===== config.mk =====
export PLATFORM = sky130hd
export DESIGN_NAME = sample_mix_router
export DESIGN_NICKNAME = d
export VERILOG_FILES = /design/src/rtl/sample_mix_router.sv
export SDC_FILE = /design/constraint.sdc
export NUM_CORES = 2
export LEC_CHECK = 0
export BUFFER_PORTS_ARGS = -buffer_cell sky130_fd_sc_hd__buf_2
export CORE_MARGIN = 10
export CORE_UTILIZATION = 38
export DETAILED_ROUTE_END_ITERATION = 8
export SYNTH_ARGS = -nofsm -noshare
export SYNTH_HDL_FRONTEND = slang
export SYNTH_SLANG_ARGS = --single-unit

===== constraint.sdc =====
create_clock -name clk -period 8.35 [get_ports clk]
set_clock_uncertainty 0.05 [all_clocks]
set_input_delay 0.835 -clock clk [delete_from_list [all_inputs] [get_ports clk]]
set_output_delay 0.835 -clock clk [all_outputs]
set_load 0.03 [all_outputs]

===== src/rtl/sample_mix_router.sv =====
// Sample strobe divider, raw/filtered sample holds and a linear crossfade mixer that feeds the
// codec buses on its ready pulse. A sticky flag records filter results that miss their interval.
module sample_mix_router #(
    parameter int unsigned W   = 24,
    parameter int unsigned DIV = 5000,
    parameter int unsigned F   = 8
) (
    input  logic         clk,
    input  logic         reset,
    input  logic         sel_i,
    input  logic [W-1:0] raw_l_i,
    input  logic [W-1:0] raw_r_i,
    input  logic [W-1:0] filt_l_i,
    input  logic [W-1:0] filt_r_i,
    input  logic         filt_valid_i,
    input  logic         ready_i,
    output logic         sample_o,
    output logic [W-1:0] l_out_o,
    output logic [W-1:0] r_out_o,
    output logic         out_valid_o,
    output logic         fading_o,
    output logic         late_err_o
);

    localparam int unsigned CntW = (DIV > 1) ? $clog2(DIV) : 1;
    localparam logic [CntW-1:0] CntMax = CntW'(DIV - 1);
    localparam logic [F:0] GMax = {1'b1, {F{1'b0}}};

    localparam logic [1:0] StRaw    = 2'd0;
    localparam logic [1:0] StFadeUp = 2'd1;
    localparam logic [1:0] StFilt   = 2'd2;
    localparam logic [1:0] StFadeDn = 2'd3;

    logic [CntW-1:0] cnt_q, cnt_d;
    logic            sample_q, sample_d;
    logic [W-1:0]    raw_l_q, raw_r_q, filt_l_q, filt_r_q;
    logic            got_filt_q, got_filt_d;
    logic            first_q, first_d;
    logic            late_q, late_d;
    logic            sel_m_q, sel_s_q;
    logic [1:0]      state_q, state_d;
    logic [F:0]      g_q, g_d;
    logic [F:0]      g_up, g_dn;
    logic [W-1:0]    mix_l_q, mix_r_q;
    logic [W-1:0]    l_out_q, r_out_q;
    logic            out_valid_q;

    // (raw*(2^F-g) + filt*g) >>> F on a W+F+2 bit signed intermediate; floor, then truncate.
    function automatic logic [W-1:0] mix(input logic [W-1:0] raw, input logic [W-1:0] filt,
                                         input logic [F:0] g);
        logic signed [W+F+1:0] raw_x, filt_x, g_x, gr_x, acc;
        raw_x  = {{(F+2){raw[W-1]}}, raw};
        filt_x = {{(F+2){filt[W-1]}}, filt};
        g_x    = {{(W+1){1'b0}}, g};
        gr_x   = {{(W+1){1'b0}}, GMax - g};
        acc    = raw_x * gr_x + filt_x * g_x;
        return W'(acc >>> F);
    endfunction

    always_comb begin
        cnt_d    = (cnt_q == CntMax) ? '0 : cnt_q + 1'b1;
        sample_d = (cnt_q == CntMax);
    end

    always_comb begin
        got_filt_d = got_filt_q | filt_valid_i;
        first_d    = first_q;
        late_d     = late_q;
        if (sample_q) begin
            if (!first_q && !(got_filt_q || filt_valid_i)) begin
                late_d = 1'b1;
            end
            got_filt_d = 1'b0;
            first_d    = 1'b0;
        end
    end

    // Every state heads up while sel_s is set and down otherwise; RAW and FILT simply saturate.
    always_comb begin
        g_up    = (g_q == GMax) ? GMax : g_q + 1'b1;
        g_dn    = (g_q == '0) ? '0 : g_q - 1'b1;
        state_d = state_q;
        g_d     = g_q;
        if (sample_q) begin
            if (sel_s_q) begin
                g_d     = g_up;
                state_d = (g_up == GMax) ? StFilt : StFadeUp;
            end else begin
                g_d     = g_dn;
                state_d = (g_dn == '0) ? StRaw : StFadeDn;
            end
        end
    end

    always_ff @(posedge clk) begin
        if (reset) begin
            cnt_q       <= '0;
            sample_q    <= 1'b0;
            raw_l_q     <= '0;
            raw_r_q     <= '0;
            filt_l_q    <= '0;
            filt_r_q    <= '0;
            got_filt_q  <= 1'b0;
            first_q     <= 1'b1;
            late_q      <= 1'b0;
            sel_m_q     <= 1'b0;
            sel_s_q     <= 1'b0;
            state_q     <= StRaw;
            g_q         <= '0;
            mix_l_q     <= '0;
            mix_r_q     <= '0;
            l_out_q     <= '0;
            r_out_q     <= '0;
            out_valid_q <= 1'b0;
        end else begin
            cnt_q      <= cnt_d;
            sample_q   <= sample_d;
            if (sample_q) begin
                raw_l_q <= raw_l_i;
                raw_r_q <= raw_r_i;
            end
            if (filt_valid_i) begin
                filt_l_q <= filt_l_i;
                filt_r_q <= filt_r_i;
            end
            got_filt_q <= got_filt_d;
            first_q    <= first_d;
            late_q     <= late_d;
            sel_m_q    <= sel_i;
            sel_s_q    <= sel_m_q;
            state_q    <= state_d;
            g_q        <= g_d;
            mix_l_q    <= mix(raw_l_q, filt_l_q, g_q);
            mix_r_q    <= mix(raw_r_q, filt_r_q, g_q);
            if (ready_i) begin
                l_out_q <= mix_l_q;
                r_out_q <= mix_r_q;
            end
            out_valid_q <= ready_i;
        end
    end

    assign sample_o    = sample_q;
    assign l_out_o     = l_out_q;
    assign r_out_o     = r_out_q;
    assign out_valid_o = out_valid_q;
    assign fading_o    = (state_q == StFadeUp) || (state_q == StFadeDn);
    assign late_err_o  = late_q;

endmodule

==> summary.txt <==
Die Ht: 333 microns
CP Max Fanout: 8
largest net degree at the start of global routing: 83
Area Growth Syn to Fin: 8.63%
global-route wire length before repair: 157000 microns
max-cap viol count: 0
endpoint class of the critical path: flip-flop
RePlAce Congestion: 0.868
post-layout util: 41.7%
max layer used: met4
max_slew headroom: 29.8%
Fin Hold WS: 0.380 ns
layout cell share with drive strength beyond 1: 7.08%
Startpoint Class: flip-flop
Critical Path Source: g_q[2]
Int Power: 1.89 mW
P_leak: 20.1 nW
most frequent cells in the layout: inv_1, fa_1, and2_1
main flop type after synthesis: dfxtp_1
Seq/Total Area, Yosys: 11.9%
clock network latency to the later pin of the worst-skew pair: 0.62 ns
worst path bufs/invs: 7
FF+latch count, synth: 222
CP most frequent cell: fa_1
Met3 Routed Length: 5870 microns
Setup Slack @ Placement: 0.187 ns
Reg-to-Reg End: mix_l_q[22]
crit path to: mix_l_q[22]
total power: 2.54 mW
CP arrival: 8.42 ns
CP required: 8.78 ns
worst reg-to-reg setup slack: 0.36 ns
most common cell after layout, fill and taps aside: inv_1
CTS tree: done
syn_nets: 5186
cell area power density: 62.8 nW/um^2
DR WL met2: 42700 microns
via count: 25300
total global-route track usage: 17.7%
DP HPWL: 76300 microns
FP Rows: 114
Tcrit/Tclk final: 95.7%
cell family with most CP delay: adder cells
Worst path slowest cell: fa_1
clock buffer depth: 3
synth warn: 0
fraction of registers with async set/reset: 0%
Routed wire per std cell: 17.6 microns
Fin. Hold Viols: 0
Final nets: 5216
htree depth: 1
routed wire length: 94900 microns
initial antenna violation count: 2
Peak Freq: 0.125 GHz
port buffer count: 152
sw power: 0.651 mW
DIE WIDTH: 333 microns
die area: 111000 sq um
Final min period: 7.99 ns
Clock Sinks: 222
drt initial violations: 1215
average size of a mapped cell: 9.16 sq um
grt ovf: 0
sequential power share: 44.5%
DRC Markers: 0
WL met1: 44800 microns
CTS buffer count: 29
Critical Path Max Stage Delay: 0.58 ns
Register-to-Register Path Depth: 30
io pins: 153
clock slew at reported path FFs: 0.06 ns
Setup Viol. Count Final: 0
Max Slew Vio Count: 0
Clk pwr share: 51.6%
Post-synth EDFFs: 0
unique cell type count in the Yosys netlist: 53
Logic pwr share: 3.9%
DR vias/cell: 4.70
Initial Util: 38.4%
final setup margin: 0.358 ns
Hold Buf Count CTS: 0
R2R Path Start: g_q[2]
Peak VDD IR: 0.138 mV
Mapped Cells: 4060
Placeable Area: 96900 sq um
Slew @ Worst Pin: 1.05 ns
vias in the first global route: 28100
worst min-delay path class: in -> reg
Mapped Area: 37200 sq um
number of cells on the critical path: 30
first drt pass iteration count: 6
status: finished clean
clock root buffer: clkbuf_16
Sw Share: 25.7%
Setup Total Neg Slack: 0 ns
DRT antenna net count: 0
WS Path Type: reg -> reg
[through the flow]
step / instances / instance area [sq um]
2_1_floorplan: 4060 / 37200
3_3_place_gp: 5330 / 39300
3_5_place_dp: 5330 / 39300
4_1_cts: 5382 / 40300
5_1_grt: 5387 / 40400
6_report: 5391 / 40400
[flip-flops by register name (all words and copies together), names as in the netlist]
name,count
g_q,9
raw_r_q,24
mix_r_q,24
sel_m_q,1
late_err_o,1
sel_s_q,1
mix_l_q,24
state_q,1
got_filt_q,1
sample_o,1
cnt_q,13
r_out_o,24
l_out_o,24
filt_r_q,24
raw_l_q,24
filt_l_q,24
out_valid_o,1
first_q,1
[layout make-up]
type	instances	area, sq um
well taps	1276	1600
repair buffers	204	1230
clock inverters	17	199
fillers	9700	56400
multi-input cells	2631	28400
clock buffers	35	790
flip-flops and latches	222	4460
inverters	1002	3760
diodes	4	10.0
[cell usage after synthesis, types with 35 or more instances]
| cell type | n | area, sq um |
|---|---|---|
| a21oi_1 | 35 | 175 |
| and2_1 | 505 | 3160 |
| clkbuf_1 | 182 | 683 |
| dfxtp_1 | 222 | 4440 |
| fa_1 | 798 | 16000 |
| ha_1 | 227 | 2840 |
| inv_1 | 1001 | 3760 |
| mux2i_1 | 144 | 1440 |
| nand2_1 | 342 | 1280 |
| nor2_1 | 242 | 908 |
| nor2b_1 | 57 | 357 |
| xnor2_1 | 72 | 631 |
[layer usage]
| layer | vias up | track usage, % |
|---|---|---|
| met5 | - | 0 |
| met4 | 0 | 2.86 |
| met3 | 95 | 3.61 |
| met2 | 534 | 28.4 |
| met1 | 13000 | 24.8 |
| li1 | 11800 | - |
[repair_timing]
item                                    CTS  global route
buffers inserted                          0             5
endpoints found under the setup margin    0            11
gates resized for setup                   0            12
[kinds of logic (layout without fill, tap and decap cells)]
kind of cell / count (synthesis) / count (layout) / share of synthesized area (%)
multiplexers: 144 / 144 / 3.87
flip-flops: 222 / 222 / 11.9
XOR/XNOR: 105 / 105 / 2.47
AND/OR/NAND/NOR: 1222 / 1222 / 16.5
AO/OA/AOI/OAI: 135 / 135 / 2.41
buffers and inverters: 1207 / 1258 / 12.2
other: 0 / 4 / 0
adder cells (fa/ha/maj): 1025 / 1025 / 50.6
[power groups by stage]
| stage | clock (mW) | combinational (mW) | sequential [mW] |
|---|---|---|---|
| after CTS | 1.35 | 0.102 | 1.13 |
| after global placement | 0 | 0.101 | 1.15 |
| after detailed placement | 0 | 0.102 | 1.15 |
| after global routing | 1.39 | 0.111 | 1.13 |
| final | 1.31 | 0.0999 | 1.13 |
| after floorplan | 0 | 0.0729 | 1.11 |
[worst reg2reg max path, delay by kind of cell (launching register included)]
kind | cells | cell delay (ns)
flip-flops | 1 | 0.32
XOR/XNOR | 2 | 0.33
AND/OR/NAND/NOR | 6 | 1.46
adder cells (fa/ha/maj) | 8 | 3.85
AO/OA/AOI/OAI | 7 | 1.10
buffers and inverters | 7 | 0.74
[how the worst min path moves through the flow]
stage                     startpoint  endpoint  slack (ns)  depth (start not counted)
after detailed placement    cnt_q[0]  cnt_q[0]        0.39                          1
after CTS                      sel_i   sel_m_q        0.34                          2
final                          sel_i   sel_m_q        0.38                          2
after global placement      cnt_q[0]  cnt_q[0]        0.38                          1
after floorplan              sel_m_q   sel_s_q        0.36                          1
after global routing           sel_i   sel_m_q        0.37                          2
No activity file was read; power rests on OpenSTA's default activity.
